===== src/rtl/seg7_scan_ctrl_pkg.sv =====
// Shared definitions for the multiplexed 7-segment scan controller:
// parameter defaults, FSM state type and the hex-to-segment patterns.
package seg7_pkg;

  localparam int          DEF_NUM_DIGITS   = 4;
  localparam logic [15:0] DEF_REFRESH_DIV  = 16'd2500;
  localparam logic [7:0]  DEF_BLANK_CYCLES = 8'd16;

  typedef enum logic {
    ST_BLANK = 1'b0,
    ST_DRIVE = 1'b1
  } state_t;

  // Segment bit 0 = a ... bit 6 = g, active high.
  localparam logic [6:0] SEG_0 = 7'h3F;
  localparam logic [6:0] SEG_1 = 7'h06;
  localparam logic [6:0] SEG_2 = 7'h5B;
  localparam logic [6:0] SEG_3 = 7'h4F;
  localparam logic [6:0] SEG_4 = 7'h66;
  localparam logic [6:0] SEG_5 = 7'h6D;
  localparam logic [6:0] SEG_6 = 7'h7D;
  localparam logic [6:0] SEG_7 = 7'h07;
  localparam logic [6:0] SEG_8 = 7'h7F;
  localparam logic [6:0] SEG_9 = 7'h6F;
  localparam logic [6:0] SEG_A = 7'h77;
  localparam logic [6:0] SEG_B = 7'h7C;
  localparam logic [6:0] SEG_C = 7'h39;
  localparam logic [6:0] SEG_D = 7'h5E;
  localparam logic [6:0] SEG_E = 7'h79;
  localparam logic [6:0] SEG_F = 7'h71;

  function automatic logic [6:0] seg7_lookup(input logic [3:0] v);
    logic [6:0] s;
    case (v)
      4'h0: s = SEG_0;
      4'h1: s = SEG_1;
      4'h2: s = SEG_2;
      4'h3: s = SEG_3;
      4'h4: s = SEG_4;
      4'h5: s = SEG_5;
      4'h6: s = SEG_6;
      4'h7: s = SEG_7;
      4'h8: s = SEG_8;
      4'h9: s = SEG_9;
      4'hA: s = SEG_A;
      4'hB: s = SEG_B;
      4'hC: s = SEG_C;
      4'hD: s = SEG_D;
      4'hE: s = SEG_E;
      default: s = SEG_F;
    endcase
    return s;
  endfunction

endpackage


===== src/rtl/seg7_scan_ctrl_if.sv =====
// Host-side bus of the scan controller: shadow-digit writes, commit
// handshake and leading-zero suppression control.
interface seg7_scan_ctrl_if #(
  parameter int NUM_DIGITS = 4
);
  localparam int AW = $clog2(NUM_DIGITS);

  logic          wr_valid;
  logic          wr_ready;
  logic [AW-1:0] wr_addr;
  logic [3:0]    wr_data;
  logic          swap_req;
  logic          swap_ack;
  logic          lzs_en;

  modport master (
    output wr_valid, wr_addr, wr_data, swap_req, lzs_en,
    input  wr_ready, swap_ack
  );

  modport slave (
    input  wr_valid, wr_addr, wr_data, swap_req, lzs_en,
    output wr_ready, swap_ack
  );

endinterface


===== src/rtl/seg7_scan_ctrl_seg7.sv =====
// Hex nibble to 7-segment pattern; one instance is shared by all digits.
module seg7
  import seg7_pkg::*;
(
  input  logic [3:0] count,
  output logic [6:0] seg
);

  // Pure lookup, no state.
  always_comb begin
    seg = seg7_lookup(count);
  end

endmodule


===== src/rtl/seg7_scan_ctrl.sv =====
// Multiplexed 7-segment scan controller. Digits are written into a shadow
// bank and copied to the displayed (active) bank at a frame boundary after
// a swap request. Each digit gets an optional all-off dead time (BLANK)
// followed by REFRESH_DIV cycles of drive. an_n/segments are registered and
// computed from the next state so they move on the same edge as the FSM.
module seg7_scan_ctrl
  import seg7_pkg::*;
#(
  parameter int          NUM_DIGITS   = DEF_NUM_DIGITS,
  parameter logic [15:0] REFRESH_DIV  = DEF_REFRESH_DIV,
  parameter logic [7:0]  BLANK_CYCLES = DEF_BLANK_CYCLES
) (
  input  logic                  clk,
  input  logic                  reset,
  seg7_scan_ctrl_if.slave       bus,
  output logic [NUM_DIGITS-1:0] an_n,
  output logic [6:0]            segments,
  output logic                  frame_tick
);

  localparam int            CW       = $clog2(NUM_DIGITS);
  localparam logic [CW-1:0] CUR_LAST = CW'(NUM_DIGITS - 1);
  localparam logic [15:0]   DRV_LAST = REFRESH_DIV - 16'd1;
  // Only meaningful when BLANK_CYCLES != 0; NO_BLANK guards the other case.
  localparam logic [7:0]    BLK_LAST = BLANK_CYCLES - 8'd1;
  localparam bit            NO_BLANK = (BLANK_CYCLES == 8'd0);

  state_t                     state, state_nxt;
  logic [CW-1:0]              cur, cur_nxt;
  logic [15:0]                dcnt, dcnt_nxt;
  logic [7:0]                 bcnt, bcnt_nxt;
  logic [NUM_DIGITS-1:0][3:0] shadow, active, active_nxt;
  logic                       pending, commit, addr_ok;
  logic [CW-1:0]              hi_nz;
  logic                       lead_blank;
  logic [3:0]                 dec_in;
  logic [6:0]                 dec_seg;
  logic [NUM_DIGITS-1:0]      an_nxt;
  logic [6:0]                 seg_nxt;

  // Scan FSM: dead time, then drive, then advance to the next digit.
  // Reset parks in BLANK; with no dead time it leaves after one cycle.
  always_comb begin
    state_nxt  = state;
    cur_nxt    = cur;
    dcnt_nxt   = dcnt;
    bcnt_nxt   = bcnt;
    frame_tick = 1'b0;
    case (state)
      ST_BLANK: begin
        if (NO_BLANK || bcnt == BLK_LAST) begin
          state_nxt = ST_DRIVE;
          bcnt_nxt  = '0;
        end else begin
          bcnt_nxt = bcnt + 8'd1;
        end
      end
      ST_DRIVE: begin
        if (dcnt == DRV_LAST) begin
          dcnt_nxt   = '0;
          cur_nxt    = (cur == CUR_LAST) ? '0 : cur + CW'(1);
          frame_tick = (cur == CUR_LAST);
          state_nxt  = NO_BLANK ? ST_DRIVE : ST_BLANK;
        end else begin
          dcnt_nxt = dcnt + 16'd1;
        end
      end
      default: state_nxt = ST_BLANK;
    endcase
  end

  // Commit only on a frame boundary that was already pending; a request
  // arriving on the boundary itself waits for the next one.
  assign commit      = frame_tick & pending;
  assign active_nxt  = commit ? shadow : active;
  assign addr_ok     = int'(bus.wr_addr) < NUM_DIGITS;
  assign bus.wr_ready = ~pending;

  // Highest-index nonzero digit of what will be displayed; digit 0 by default.
  always_comb begin
    hi_nz = '0;
    for (int i = 1; i < NUM_DIGITS; i++)
      if (active_nxt[i] != 4'd0) hi_nz = CW'(i);
  end

  assign dec_in     = active_nxt[cur_nxt];
  assign lead_blank = bus.lzs_en & (cur_nxt > hi_nz);

  seg7 u_seg7 (
    .count (dec_in),
    .seg   (dec_seg)
  );

  // Next display outputs, derived from the next state so they register in step.
  always_comb begin
    an_nxt  = '1;
    seg_nxt = '0;
    if (state_nxt == ST_DRIVE) begin
      an_nxt[cur_nxt] = 1'b0;
      if (!lead_blank) seg_nxt = dec_seg;
    end
  end

  // Scan state and registered display outputs.
  always_ff @(posedge clk) begin
    if (reset) begin
      state    <= ST_BLANK;
      cur      <= '0;
      dcnt     <= '0;
      bcnt     <= '0;
      an_n     <= '1;
      segments <= '0;
    end else begin
      state    <= state_nxt;
      cur      <= cur_nxt;
      dcnt     <= dcnt_nxt;
      bcnt     <= bcnt_nxt;
      an_n     <= an_nxt;
      segments <= seg_nxt;
    end
  end

  // Digit banks and the commit handshake; extra swap requests merge.
  always_ff @(posedge clk) begin
    if (reset) begin
      shadow       <= '0;
      active       <= '0;
      pending      <= 1'b0;
      bus.swap_ack <= 1'b0;
    end else begin
      if (bus.wr_valid && bus.wr_ready && addr_ok)
        shadow[bus.wr_addr] <= bus.wr_data;
      active       <= active_nxt;
      pending      <= commit ? 1'b0 : (pending | bus.swap_req);
      bus.swap_ack <= commit;
    end
  end

endmodule


===== src/flat_wrapper.sv =====
// flat-port wrapper written by rule: the top's interface ports become plain ports
module seg7_scan_ctrl_flat import seg7_pkg::*;
#(
  parameter int          NUM_DIGITS   = DEF_NUM_DIGITS,
  parameter logic [15:0] REFRESH_DIV  = DEF_REFRESH_DIV,
  parameter logic [7:0]  BLANK_CYCLES = DEF_BLANK_CYCLES
)
  (clk, reset, an_n, segments, frame_tick, bus_wr_valid, bus_wr_addr, bus_wr_data, bus_swap_req, bus_lzs_en, bus_wr_ready, bus_swap_ack);
  seg7_scan_ctrl_if #(.NUM_DIGITS(NUM_DIGITS)) bus_i ();
  input  logic clk;
  input  logic reset;
  output logic [NUM_DIGITS-1:0] an_n;
  output logic [6:0] segments;
  output logic frame_tick;
  input wire logic [$bits(bus_i.wr_valid)-1:0] bus_wr_valid;
  input wire logic [$bits(bus_i.wr_addr)-1:0] bus_wr_addr;
  input wire logic [$bits(bus_i.wr_data)-1:0] bus_wr_data;
  input wire logic [$bits(bus_i.swap_req)-1:0] bus_swap_req;
  input wire logic [$bits(bus_i.lzs_en)-1:0] bus_lzs_en;
  output wire logic [$bits(bus_i.wr_ready)-1:0] bus_wr_ready;
  output wire logic [$bits(bus_i.swap_ack)-1:0] bus_swap_ack;
  assign bus_i.wr_valid = bus_wr_valid;
  assign bus_i.wr_addr = bus_wr_addr;
  assign bus_i.wr_data = bus_wr_data;
  assign bus_i.swap_req = bus_swap_req;
  assign bus_i.lzs_en = bus_lzs_en;
  assign bus_wr_ready = bus_i.wr_ready;
  assign bus_swap_ack = bus_i.swap_ack;
  seg7_scan_ctrl #(.NUM_DIGITS(NUM_DIGITS), .REFRESH_DIV(REFRESH_DIV), .BLANK_CYCLES(BLANK_CYCLES)) u_core (.clk(clk), .reset(reset), .bus(bus_i), .an_n(an_n), .segments(segments), .frame_tick(frame_tick));
endmodule

===== config.mk =====
export PLATFORM = sky130hd
export DESIGN_NAME = seg7_scan_ctrl_flat
export DESIGN_NICKNAME = d
export VERILOG_FILES = /design/src/rtl/seg7_scan_ctrl_pkg.sv /design/src/rtl/seg7_scan_ctrl_if.sv /design/src/rtl/seg7_scan_ctrl_seg7.sv /design/src/rtl/seg7_scan_ctrl.sv /design/src/flat_wrapper.sv
export SDC_FILE = /design/constraint.sdc
export NUM_CORES = 1
export LEC_CHECK = 0
export ABC_AREA = 1
export CAP_MARGIN = 10
export CORE_UTILIZATION = 25
export CTS_CLUSTER_DIAMETER = 30
export DETAILED_ROUTE_END_ITERATION = 10
export HOLD_SLACK_MARGIN = 0.02
export PLACE_DENSITY = 0.41
export SETUP_SLACK_MARGIN = 0.5
export SKIP_LAST_GASP = 1
export SYNTH_ARGS = -nofsm -noshare
export SYNTH_HDL_FRONTEND = slang
export SYNTH_SLANG_ARGS = --single-unit

===== constraint.sdc =====
create_clock -name clk -period 3.6 [get_ports clk]
set_clock_uncertainty 0.1 [all_clocks]
set_input_delay 1.08 -clock clk [delete_from_list [all_inputs] [get_ports clk]]
set_output_delay 1.08 -clock clk [all_outputs]
set_load 0.02 [all_outputs]

==> metrics.csv, run 1 <==
stage;metric;value;unit
final_layout;commonest non-fill, non-tap cells in the layout;nand2_1, nor2_1, dfxtp_1, inv_1, clkdlybuf4s50_1;
clock_tree;H-tree Lvls;3;
detailed_routing;Routed Antenna Nets;0;
worst_setup_path;Worst EP arrival;3020;ps
worst_setup_path;Worst R2R Start;u_core.dcnt[0];
worst_setup_path;r2r setup slk;710;ps
logic_synthesis;async set-or-reset flop fraction in the synthesized netlist;0;%
worst_setup_path;CP Launch Type;flop;
timing;Worst-Margin Slew;472;ps
clock_tree;Clock transition at path regs;60;ps
pwr;peak supply drop;0.163;mV
worst_setup_path;Critical Path RT;3730;ps
floorplanning;row count;43;
clock_tree;CTS buffer count;9;
placed_design;post-DP HPWL;6.51;mm
worst_hold_path;Worst Hold Class;reg2reg;
worst_setup_path;Worst setup startpoint;u_core.dcnt[0];
detailed_routing;Vias/cell;4.27;
detailed_routing;post-DR wirelength/cell;11.8;um
final_layout;Syn-to-layout area delta;23.6;%
worst_setup_path;worst r2r dst;u_core.segments[2];
floorplanning;chip width;121;um
logic_synthesis;Yosys top cell by area;dfxtp_1;
global_route;Congestion Overflow GR;0;
global_route;vias in the first global route;2905;
placed_design;gpl congestion;0.787;
global_route;overall global routing resource usage;12.9;%
timing;final setup violation count;0;
worst_setup_path;Setup crit end;u_core.segments[2];
final_layout;commonest non-fill, non-tap cell in the layout;nand2_1;
pwr;Power Density;421;nW/um2
global_route;global-route wire length before repair;14.3;mm
logic_synthesis;synthesized cell area;3550;um2
global_route;largest net degree at the start of global routing;22;
floorplanning;Ports;25;
timing;Max Clock Freq;346;MHz
placed_design;DP Cell Count;702;
logic_synthesis;Synth area leaders;dfxtp_1, nand2_1, nor2_1;
detailed_routing;via count;3080;
timing;RSZ-0062 raised after global routing;true;
placed_design;port bufs;24;
final_layout;Final Non-Filler Cells;722;
worst_setup_path;cells on worst reg2reg path;18;
floorplanning;die area;14700;um2
detailed_routing;DRT Pass-1 Iters;4;
timing;period utilization;80.3;%
timing;post-layout minimum cycle time;2890;ps
clock_tree;CTS sink cnt;72;
timing;Max transition margin;68.3;%
pwr;leak pwr;1.74;nW
clock_tree;clk buf depth;2;
floorplanning;core area;13900;um2
detailed_routing;# DRC;0;
logic_synthesis;Post-synth top flop;dfxtp_1;
worst_setup_path;Crit Path Class;reg2reg;
final_layout;Antenna diodes;0;
outcome;status;finished clean;
timing;fin. max-slew vios;0;
logic_synthesis;Mapped Cells;502;
pwr;total power;1.85;mW
clock_tree;clock latency on the worst-skew pair;340;ps
logic_synthesis;syn_nets;525;
logic_synthesis;number of synthesized flops with an enable pin;0;
clock_tree;hold_buf cts;0;
final_layout;layout cells sized above 1;15.3;%
floorplanning;Starting Density;25.6;%
worst_setup_path;critical path fanouts, max;17;
detailed_routing;1st-iter DRT viols;178;
flow_run;max_cap viols;0;
logic_synthesis;Yosys warnings;0;
final_layout;layout net count;560;
detailed_routing;DRT Wirelength;8.50;mm
clock_tree;clk root buf;clkbuf_16;
logic_synthesis;share of the yosys chip area belonging to registers;40.6;%
logic_synthesis;Avg Cell Area, Syn;7.08;um2
floorplanning;Vert. Die Dim;121;um
clock_tree;CTS tree;done;
global_route;initial antenna violation count;0;
timing;Final Hold Vio Count;0;
timing;Total Neg Setup Slack;0;ps
logic_synthesis;synthesized flop and latch total;72;
worst_setup_path;crit path capture type;flop;
logic_synthesis;Synth cell types;37;
logic_synthesis;top cell type's share of synthesized area;40.6;%
## critical path: stages, from the launching register on
cell	delay, ps
dfxtp_1	360
ha_2	220
nand3_1	120
nor2_4	150
nand3_4	130
nor3_4	180
buf_12	180
nand2_1	60
o21ai_1	100
inv_1	80
nand4_1	130
nor2_1	60
ha_1	290
a21oi_1	60
a21oi_1	110
nand2_1	50
and2_2	220
inv_1	100
a21oi_1	50
## cells in the mapped netlist (8+ instances only)
cell	count
o21ai_1	8
nor2_2	8
o21ai_0	22
dfxtp_1	72
nand2_1	96
nand2_2	12
nand3_1	14
a21oi_1	22
nor2_1	87
nand4_1	10
ha_1	12
nor3_1	18
inv_2	14
inv_1	63
## metrics by stage
| stage | setup slack (ps) | cell area [um2] | hold slack [ps] | utilization [%] |
|---|---|---|---|---|
| after detailed placement | 449 | 4010 | 361 | 28.9 |
| final | 711 | 4390 | 364 | 31.6 |
| after floorplan | 924 | 3550 | 330 | - |
| after global placement | 539 | 4010 | 356 | 28.9 |
| after CTS | 500 | 4350 | 369 | 31.4 |
| after global routing | 483 | 4390 | 379 | 31.6 |
## power breakdown
group	switching [mW]	leakage (nW)	internal [mW]	total (mW)
Combinational	0.0341	1.00	0.0218	0.0559
Clock	0.351	0.152	0.624	0.976
Sequential	0.00878	0.583	0.809	0.818
## registers in the layout (all words and copies together), names as in the netlist
signal and count:
u_core.active 16, u_core.an_n 4, u_core.bcnt 8, u_core.bus.swap_ack 1
u_core.cur 2, u_core.dcnt 16, u_core.pending 1, u_core.segments 7
u_core.shadow 16, u_core.state 1
## metal layers
| layer | up-vias | wire length [um] | global-route usage (%) |
|---|---|---|---|
| met2 | 47 | 3580 | 19.0 |
| met4 | 0 | 143 | 6.02 |
| met1 | 1362 | 4390 | 17.2 |
| met5 | - | 0 | 0 |
| li1 | 1661 | - | - |
| met3 | 10 | 379 | 3.52 |
## logic make-up after synthesis
kind of cell    count (synthesis)  share of synthesized area, %
compound gates                 64                          10.0
simple gates                  265                          35.1
flops                          72                          40.6
xor+xnor                        3                         0.740
buf+inv                        86                          9.37
fa+ha+maj                      12                          4.23
## area by class of cell
type / instances / area, um2
flip-flops and latches: 72 / 1440
inverters: 78 / 293
multi-input cells: 344 / 1800
well taps: 180 / 225
clock inverters: 5 / 80.1
clock buffers: 11 / 243
repair buffers: 32 / 308
fillers: 1500 / 9490
## worst min-delay path by stage
stage | startpoint | slack [ps] | endpoint | depth (start not counted)
final | u_core.shadow[14] | 360 | u_core.shadow[14] | 2
after global routing | u_core.shadow[14] | 380 | u_core.shadow[14] | 2
after CTS | u_core.shadow[14] | 370 | u_core.shadow[14] | 2
after detailed placement | u_core.shadow[14] | 360 | u_core.shadow[14] | 2
after global placement | u_core.shadow[6] | 360 | u_core.shadow[6] | 2
after floorplan | u_core.shadow[10] | 330 | u_core.shadow[10] | 2
## what timing repair did
action	in CTS	in global routing
pin swaps	0	1
gates resized for setup	2	13
setup endpoints to repair	8	8
setup buffers	3	1
No activity file was read; power rests on OpenSTA's default activity.
==> inputs of run 2 (changes only) <==
--- a/config.mk
+++ b/config.mk
@@ -11,7 +11,7 @@
 export CTS_CLUSTER_DIAMETER = 30
 export DETAILED_ROUTE_END_ITERATION = 10
 export HOLD_SLACK_MARGIN = 0.02
-export PLACE_DENSITY = 0.41
+export PLACE_DENSITY = 0.42
 export SETUP_SLACK_MARGIN = 0.5
 export SKIP_LAST_GASP = 1
 export SYNTH_ARGS = -nofsm -noshare
==> constraint.sdc (replaced) <==
create_clock -name clk -period 2.4 [get_ports clk]
set_clock_uncertainty 0.1 [all_clocks]
set_input_delay 0.72 -clock clk [delete_from_list [all_inputs] [get_ports clk]]
set_output_delay 0.72 -clock clk [all_outputs]
set_load 0.02 [all_outputs]
==> run 2 against run 1 <==
  * The flow now finishes with violations (negative setup slack)
  * Clock power rose by 51%
  * Core utilization rose by 7.9 points
  * Count of clock-buffer cells in the layout rose by 1
  * Critical path depth did not move
  * Sequential share of layout area fell by 6.4 points
  * Register-to-register slack got worse by 1100 ps
  * Cell count rose by 14%
  * Die area did not move
  * Sequential power rose by 50%
  * Hold slack improved by 47 ps
  * Flip-flop and latch count did not move
  * Final area rose by 25%
==> metrics.csv, run 2 (same netlist as run 1, synthesis figures left out) <==
stage;metric;value;unit
pwr;total power;2.80;mW
final_layout;Syn-to-layout area delta;54.5;%
placed_design;dpl ws;-358;ps
clock_tree;CTS tree;done;
global_route;busiest layer in global routing;met2;
detailed_routing;DRT Pass-1 Iters;4;
timing;min setup slack post-route;-365;ps
detailed_routing;post-DR wirelength/cell;11.6;um
clock_tree;CTS buffer count;9;
global_route;overall global routing resource usage;14.3;%
worst_setup_path;CP Launch Type;flop;
final_layout;layout cells sized above 1;36.7;%
timing;period utilization;115;%
floorplanning;row count;43;
floorplanning;Vert. Die Dim;121;um
timing;final setup violation count;13;
worst_hold_path;Worst Hold Class;reg2reg;
final_layout;area of the multi-input gates;2050;um2
placed_design;post-DP HPWL;7.21;mm
clock_tree;hold_buf cts;0;
timing;Max transition margin;75.5;%
clock_tree;H-tree Lvls;3;
placed_design;DP Cell Count;783;
timing;Max Clock Freq;362;MHz
global_route;Congestion Overflow GR;0;
timing;Total Neg Setup Slack;-2890;ps
timing;post-layout minimum cycle time;2770;ps
final_layout;flip-flop and latch area;1450;um2
clock_tree;clk buf depth;2;
final_layout;Final Core Density;39.5;%
final_layout;Antenna diodes;0;
outcome;status;finished with violations;
pwr;peak supply drop;0.286;mV
worst_setup_path;Critical Path RT;2570;ps
final_layout;Final Non-Filler Cells;826;
floorplanning;Starting Density;25.6;%
placed_design;port bufs;24;
final_layout;commonest non-fill, non-tap cells in the layout;buf_4, nand2_1, nor2_1, dfxtp_1, inv_1;
pwr;Power Density;509;nW/um2
pwr;leak pwr;2.44;nW
detailed_routing;via count;3464;
outcome;failing checks;negative setup slack;
detailed_routing;Vias/cell;4.19;
floorplanning;die area;14700;um2
clock_tree;CTS sink cnt;72;
floorplanning;core area;13900;um2
global_route;Global Route met2 Usage;22.3;%
global_route;met3 Use GR;2.77;%
final_layout;final instance area;5490;um2
detailed_routing;1st-iter DRT viols;115;
final_layout;filler instances;1472;
final_layout;commonest non-fill, non-tap cell in the layout;buf_4;
clock_tree;clock latency on the worst-skew pair;340;ps
detailed_routing;DRT Wirelength;9.57;mm
timing;Worst-Margin Slew;364;ps
final_layout;layout net count;664;
timing;Final Hold Vio Count;0;
placed_design;Placed Area;4650;um2
worst_setup_path;Crit Path Class;reg2reg;
floorplanning;chip width;121;um
clock_tree;clk root buf;clkbuf_16;
global_route;vias in the first global route;3374;
detailed_routing;Routed Antenna Nets;0;
flow_run;max_cap viols;0;
global_route;global-route wire length before repair;16.2;mm
clock_tree;Clock transition at path regs;60;ps
global_route;initial antenna violation count;0;
detailed_routing;# DRC;0;
final_layout;biggest regs;u_core.active: 16 flops, u_core.dcnt: 16 flops, u_core.shadow: 16 flops;
timing;RSZ-0062 raised after global routing;true;
placed_design;gpl congestion;0.799;
worst_setup_path;crit path capture type;flop;
worst_setup_path;critical path fanouts, max;7;
global_route;met1 Resource Use GR;19.1;%
floorplanning;Ports;25;
timing;fin. max-slew vios;0;
worst_setup_path;Worst EP arrival;2940;ps
global_route;largest net degree at the start of global routing;23;
timing;Worst Hold Margin;411;ps
## run 2: path summary, 6_finish.rpt
check	startpoint	end	slack, ps	depth (start not counted)
hold / removal	u_core.shadow[10]	u_core.shadow[10]	410	2
setup reg to reg	u_core.dcnt[1]	u_core.segments[5]	-370	18
hold reg to reg	u_core.shadow[10]	u_core.shadow[10]	410	2
setup / recovery	u_core.dcnt[1]	u_core.segments[5]	-370	18
## run 2: cell type report
| type | instances | share of cell area, % |
|---|---|---|
| repair buffers | 136 | 20.6 |
| clock inverters | 4 | 1.39 |
| flip-flops and latches | 72 | 26.5 |
| well taps | 180 | 4.10 |
| inverters | 78 | 5.38 |
| clock buffers | 12 | 4.67 |
| multi-input cells | 344 | 37.3 |
## run 2: what timing repair did
action	4_1_cts	5_1_grt
resized for setup	48	59
buffers inserted	20	6
setup endpoints to repair	34	40
cloned	0	1
pin swaps	18	28
## run 2: worst max-delay path, stage by stage, from the launching register on
cell,delay [ps]
dfxtp_2,350
ha_4,190
nand3_4,80
nor2_4,140
nand3_4,90
nor3_4,300
clkbuf_16,210
nand2_2,50
o21ai_2,70
inv_2,60
nand4_1,90
nor2_1,60
ha_1,330
a21oi_2,140
a21oi_2,40
nand2_1,70
and2_4,180
o21ai_1,70
nor2_1,90
## run 2: power by group
group | total [mW] | switching, mW | internal [mW]
logic | 0.102 | 0.0599 | 0.0423
clock network | 1.47 | 0.499 | 0.968
registers | 1.23 | 0.0140 | 1.21
## run 2: layer usage
layer | share of wire [%] | up-vias
met5 | 0 | -
met1 | 50 | 1560
li1 | - | 1864
met4 | 1.8 | 0
met2 | 46 | 29
met3 | 2.5 | 11
==> inputs of run 3 (changes only) <==
--- a/config.mk
+++ b/config.mk
@@ -11,7 +11,7 @@
 export CTS_CLUSTER_DIAMETER = 30
 export DETAILED_ROUTE_END_ITERATION = 10
 export HOLD_SLACK_MARGIN = 0.02
-export PLACE_DENSITY = 0.42
+export PLACE_DENSITY = 0.41
 export SETUP_SLACK_MARGIN = 0.5
 export SKIP_LAST_GASP = 1
 export SYNTH_ARGS = -nofsm -noshare
==> constraint.sdc (replaced) <==
create_clock -name clk -period 3.3 [get_ports clk]
set_clock_uncertainty 0.1 [all_clocks]
set_input_delay 0.99 -clock clk [delete_from_list [all_inputs] [get_ports clk]]
set_output_delay 0.99 -clock clk [all_outputs]
set_load 0.02 [all_outputs]
==> run 3 against run 2 <==
  * The flow now finishes without violations
  * Final area shrank 15%
  * Cell count is 10% lower
  * Count of clock-buffer cells in the layout is 2 lower
  * Setup slack better by 960 ps
  * Core utilization is 5.8 points lower
  * First-iteration DRC count is 27% lower
  * Register-to-register slack improved by 1000 ps
  * Largest power group unchanged
==> metrics.csv, run 3 (same netlist as run 1, synthesis figures left out) <==
stage;metric;value;unit
global_route;initial antenna violation count;0;
detailed_routing;DRT Wirelength;8.80;mm
floorplanning;Starting Density;25.6;%
timing;Worst-Margin Slew;515;ps
detailed_routing;Routed Antenna Nets;0;
timing;final setup violation count;0;
worst_setup_path;Crit Path Class;reg2out;
timing;Max Clock Freq;369;MHz
worst_setup_path;crit path capture type;output pin;
worst_setup_path;Worst R2R Start;u_core.dcnt[0];
final_layout;layout cells sized above 1;23.2;%
worst_setup_path;Critical Path RT;2210;ps
pwr;leak pwr;1.86;nW
worst_setup_path;Worst setup startpoint;u_core.pending;
timing;Max transition margin;65.4;%
global_route;vias in the first global route;2990;
detailed_routing;via count;3169;
worst_hold_path;Worst Hold Class;reg2reg;
worst_setup_path;r2r setup slk;630;ps
clock_tree;CTS sink cnt;72;
timing;post-layout minimum cycle time;2710;ps
worst_setup_path;critical path fanouts, max;7;
worst_setup_path;Worst EP arrival;1620;ps
detailed_routing;1st-iter DRT viols;84;
floorplanning;core area;13900;um2
final_layout;layout net count;578;
floorplanning;chip width;121;um
timing;Final Hold Vio Count;0;
clock_tree;CTS tree;done;
pwr;total power;2.06;mW
final_layout;commonest non-fill, non-tap cells in the layout;nand2_1, nor2_1, dfxtp_1, inv_1, clkdlybuf4s50_1;
final_layout;biggest regs;u_core.active: 16 flops, u_core.dcnt: 16 flops, u_core.shadow: 16 flops;
detailed_routing;# DRC;0;
timing;fin. max-slew vios;0;
worst_setup_path;Setup crit end;bus_wr_ready;
final_layout;Syn-to-layout area delta;31.8;%
worst_setup_path;cells on worst reg2reg path;18;
final_layout;commonest non-fill, non-tap cell in the layout;nand2_1;
placed_design;gpl congestion;0.799;
clock_tree;clock latency on the worst-skew pair;340;ps
global_route;Congestion Overflow GR;0;
pwr;Power Density;441;nW/um2
worst_setup_path;worst path cell trace;inv_1 > buf_4 > clkdlybuf4s50_1;
detailed_routing;post-DR wirelength/cell;11.9;um
timing;RSZ-0062 raised after global routing;true;
timing;period utilization;82.1;%
floorplanning;die area;14700;um2
clock_tree;clk root buf;clkbuf_16;
outcome;status;finished clean;
global_route;global-route wire length before repair;14.7;mm
placed_design;port bufs;24;
final_layout;Antenna diodes;0;
worst_setup_path;worst r2r dst;u_core.segments[1];
timing;Total Neg Setup Slack;0;ps
global_route;largest net degree at the start of global routing;18;
pwr;peak supply drop;0.205;mV
clock_tree;hold_buf cts;0;
final_layout;Final Core Density;33.7;%
worst_setup_path;slowest cell on the critical path;clkdlybuf4s50_1;
floorplanning;Vert. Die Dim;121;um
worst_setup_path;CP peak stage delay;540;ps
floorplanning;row count;43;
flow_run;max_cap viols;0;
clock_tree;H-tree Lvls;3;
detailed_routing;Vias/cell;4.28;
placed_design;post-DP HPWL;6.54;mm
detailed_routing;DRT Pass-1 Iters;4;
clock_tree;clk buf depth;2;
clock_tree;CTS buffer count;9;
clock_tree;Clock transition at path regs;60;ps
global_route;overall global routing resource usage;13.1;%
floorplanning;Ports;25;
worst_setup_path;CP Launch Type;flop;
## run 3: layer usage
layer / global-route usage, % / up-vias / part of all wire [%]
met4: 6.25 / 0 / 2.2
met2: 19.8 / 37 / 44
met3: 3.20 / 13 / 3.0
met5: 0 / - / 0
met1: 17.2 / 1422 / 51
li1: - / 1697 / -
## run 3: cell type report
cell class / instances / area, um2
Inverter: 78 / 293
Sequential cell: 72 / 1460
Fill cell: 1495 / 9200
Clock buffer: 10 / 229
Clock inverter: 6 / 108
Tap cell: 180 / 225
Multi-Input combinational cell: 344 / 1900
Timing Repair Buffer: 50 / 465
## run 3: how the worst min path moves through the flow
| stage | from | to | cells after the start |
|---|---|---|---|
| floorplan | u_core.shadow[10] | u_core.shadow[10] | 2 |
| global placement | u_core.dcnt[7] | u_core.dcnt[7] | 2 |
| detailed placement | u_core.dcnt[7] | u_core.dcnt[7] | 2 |
| CTS | u_core.dcnt[7] | u_core.dcnt[7] | 2 |
| global route | u_core.dcnt[7] | u_core.dcnt[7] | 2 |
| finish | u_core.dcnt[7] | u_core.dcnt[7] | 2 |
## run 3: repair_timing
| item | CTS | global route |
|---|---|---|
| pin swaps | 4 | 19 |
| setup buffers | 9 | 8 |
| cloned | 1 | 0 |
| endpoints found under the setup margin | 8 | 7 |
| gates resized for setup | 22 | 35 |
## run 3: worst max-delay path, delay by kind of cell, from the launching register on
kind	cells	cell delay (ps)
flip-flops	1	450
buffers and inverters	3	830
## run 3: through the flow
stage	hold WS [ps]	std cells	setup WS [ps]	area, um2
after floorplan	330	502	624	3550
after detailed placement	369	706	343	4040
after global routing	378	740	404	4680
after CTS	379	732	502	4510
after global placement	359	706	364	4040
final	360	740	590	4680
## run 3: power breakdown
| group | leakage (nW) | total, mW | switching, mW | internal, mW |
|---|---|---|---|---|
| clock | 0.162 | 1.11 | 0.374 | 0.736 |
| combinational | 1.11 | 0.0642 | 0.0387 | 0.0255 |
| sequential | 0.587 | 0.890 | 0.0104 | 0.880 |
==> RTL edit: new RTL, config.mk and constraints of run 2 <==
Set the package constant `DEF_NUM_DIGITS` to 16 (it was 4).
--- a/src/rtl/seg7_scan_ctrl_pkg.sv
+++ b/src/rtl/seg7_scan_ctrl_pkg.sv
@@ -2,7 +2,7 @@
 // parameter defaults, FSM state type and the hex-to-segment patterns.
 package seg7_pkg;
 
-  localparam int          DEF_NUM_DIGITS   = 4;
+  localparam int          DEF_NUM_DIGITS   = 16;
   localparam logic [15:0] DEF_REFRESH_DIV  = 16'd2500;
   localparam logic [7:0]  DEF_BLANK_CYCLES = 8'd16;
 
Ports: changed (resized an_n and bus_wr_addr); port bits go from 25 to 39. The function was not compared with the original's and may differ.
==> RTL edit against run 2 <==
  * The run still ends with setup timing left
  * Via count grew 140%
  * Count of clock-buffer cells in the layout is 5 higher
  * Critical path depth is 7 higher
  * Worst setup slack lost 0.83 ns
  * Combinational power grew 130%
  * Sequential cell count is 110 higher
  * Non-clock buffer count rose by 209
  * Total power increased by 120%
  * Routed wire length rose to 2.9 times the old value
  * Design area rose by 140%
  * Synthesized area grew 130%
  * Critical path type unchanged
  * Highest routed layer unchanged
==> RTL edit: results (changes against run 2) <==
| Metric | Value |
|---|---|
| Layout cell share with drive strength beyond 1 | `37.7% (+1.1 points)` |
| Placed insts | `1836 (+130%)` |
| Reg-to-reg startpoint | `u_core.dcnt[0]` |
| IR drop worst, VDD | `518 uV (+81%)` |
| Delay contributed by the slowest stage of the critical path | `0.37 ns (+0.02 ns)` |
| Worst Setup Slack post-DPL | `-1.21 ns (-0.851 ns)` |
| Number of nets at the end of the flow | `1519 (+130%)` |
| End of the worst hold path | `u_core.shadow[1]` |
| Clk pin slew, worst setup/hold paths | `0.08 ns (+0.02 ns)` |
| Detailed Place HPWL | `19800 um (+170%)` |
| Total Neg Setup Slack | `-12.05 ns (-9.17 ns)` |
| Rel. slew slack | `69.9% (-5.6 points)` |
| Filler Cell Count | `3332 (+130%)` |
| Synth Cell Area | `8170 um^2 (+130%)` |
| Met1 track utilization from global routing | `24.1% (+5.0 points)` |
| Wire length per cell after detailed routing | `14.5 um (+25%)` |
| Setup violators final | `26 (+13)` |
| Final cell count without fillers | `1940 (+130%)` |
| Slowest stage cell, crit path | `sky130_fd_sc_hd__dfxtp_4` |
| Routed length on met1 | `14000 um (+190%)` |
| Post-synthesis sequential area ratio | `44.6% (+4.0 points)` |
| Worst reg-to-reg path cell count | `25 (+7)` |
| DRT iter0 DRCs | `376 (+230%)` |
| GR met2 Demand/Resource | `28.2% (+5.9 points)` |
| Worst EP arrival | `3.88 ns (+0.94 ns)` |
| Number of global-route vias before repair | `8253 (+140%)` |
| Cell variety after synth | `48 (+30%)` |
| Largest net degree at the start of global routing | `86 (+270%)` |
| Violations in the final reports | `setup timing` |
| Synthesized netlist cell count | `1165 (+130%)` |
| Number of port buffers | `38 (+58%)` |
| List of most frequent post-synthesis cells | `sky130_fd_sc_hd__nand2_1, sky130_fd_sc_hd__nor2_1, sky130_fd_sc_hd__dfxtp_1, sky130_fd_sc_hd__inv_1, sky130_fd_sc_hd__o21ai_0` |
| Worst hold margin | `0.360 ns (-0.0516 ns)` |
| DR WL met3 | `884 um (+280%)` |
| Biggest regs | `u_core.active (64), u_core.shadow (64)` |
| Reg-to-Reg End | `u_core.segments[6]` |
| Global-route wire length before repair | `44700 um (+180%)` |
| Number of stages on the worst hold path | `2 (unchanged)` |
| Via count normalized by instance count | `4.29 (+2.3%)` |
| Global routing usage summed across all routing layers | `17.4% (+3.1 points)` |
| Number of H-tree branching levels | `4 (+1)` |
| Clock insertion delay at the later pin of the skew report | `0.45 ns (+0.11 ns)` |
| Startpoint of the lowest-slack hold path | `u_core.shadow[1]` |
| Outcome | `finished with violations` |
| Leakage component of the power | `5.63 nW (+130%)` |
| DR WL met2 | `12800 um (+190%)` |
| Maximum fanout encountered on the critical timing path | `6 (-1)` |
| CTS Buf Count | `17 (+8)` |
| Last weighted congestion value of the routability-driven placer | `0.831 (+4.0%)` |
| Type of the most critical hold path | `register to register` |
| Setup slack after layout | `-1.19 ns (-0.827 ns)` |
| Global-route met3 utilization | `2.66% (-0.11 points)` |
==> RTL edit: final cells by class <==
type                            count  area, um^2  area share (%)
Inverter                          161         649            4.93
Timing Repair Buffer              345        3080            23.4
Clock buffer                       17         425            3.23
Tap cell                          435         544            4.13
Sequential cell                   182        3660            27.8
Clock inverter                     15         183            1.39
Multi-Input combinational cell    785        4620            35.1
==> RTL edit: kinds of logic after synthesis <==
group	share of synthesized area (%)
AND/OR/NAND/NOR	28.1
flip-flops	44.6
adder cells (fa/ha/maj)	2.14
XOR/XNOR	0.628
buffers and inverters	9.73
AO/OA/AOI/OAI	14.5
multiplexers	0.245
==> RTL edit: worst max path at each step <==
stage / startpoint / end / slack, ns
after global routing: u_core.dcnt[0] / u_core.segments[0] / -1.48
after floorplan: u_core.cur[1] / u_core.segments[0] / -0.67
after CTS: u_core.dcnt[1] / u_core.segments[0] / -1.09
final: u_core.dcnt[0] / u_core.segments[6] / -1.19
after global placement: u_core.dcnt[0] / u_core.segments[0] / -1.16
after detailed placement: u_core.dcnt[1] / u_core.segments[0] / -1.21
==> RTL edit: worst register-to-register path, cell delays in order, from the launching register on <==
cell                       delay, ns
sky130_fd_sc_hd__dfxtp_4        0.37
sky130_fd_sc_hd__ha_4           0.15
sky130_fd_sc_hd__nand2_4        0.05
sky130_fd_sc_hd__nor2_2         0.07
sky130_fd_sc_hd__nand2_1        0.06
sky130_fd_sc_hd__nor2_2         0.10
sky130_fd_sc_hd__nand4_1        0.12
sky130_fd_sc_hd__bufinv_8       0.25
sky130_fd_sc_hd__buf_6          0.11
sky130_fd_sc_hd__buf_12         0.10
sky130_fd_sc_hd__buf_16         0.11
sky130_fd_sc_hd__nand2_4        0.04
sky130_fd_sc_hd__o21ai_2        0.06
sky130_fd_sc_hd__inv_2          0.09
sky130_fd_sc_hd__nor4_4         0.34
sky130_fd_sc_hd__nand2_2        0.11
sky130_fd_sc_hd__buf_6          0.13
sky130_fd_sc_hd__nor3_4         0.17
sky130_fd_sc_hd__ha_4           0.24
sky130_fd_sc_hd__nand2_2        0.06
sky130_fd_sc_hd__inv_2          0.05
sky130_fd_sc_hd__nand2_1        0.06
sky130_fd_sc_hd__o211ai_1       0.12
sky130_fd_sc_hd__a31oi_4        0.26
sky130_fd_sc_hd__o21ai_0        0.13
sky130_fd_sc_hd__nor2_1         0.09
==> RTL edit: report_power, final <==
group / total [mW] / internal, mW / switching, mW / leakage [nW]
registers: 3.05 / 3.04 / 0.0134 / 1.47
logic: 0.234 / 0.0795 / 0.155 / 3.86
clock network: 2.92 / 1.50 / 1.42 / 0.296
total: 6.20 / 4.62 / 1.59 / 5.63
==> RTL edit: repair_timing <==
action,CTS,global route
pin swaps,37,42
resized for setup,191,145
endpoints found under the setup margin,145,183
setup buffers,48,18
gates cloned,5,1
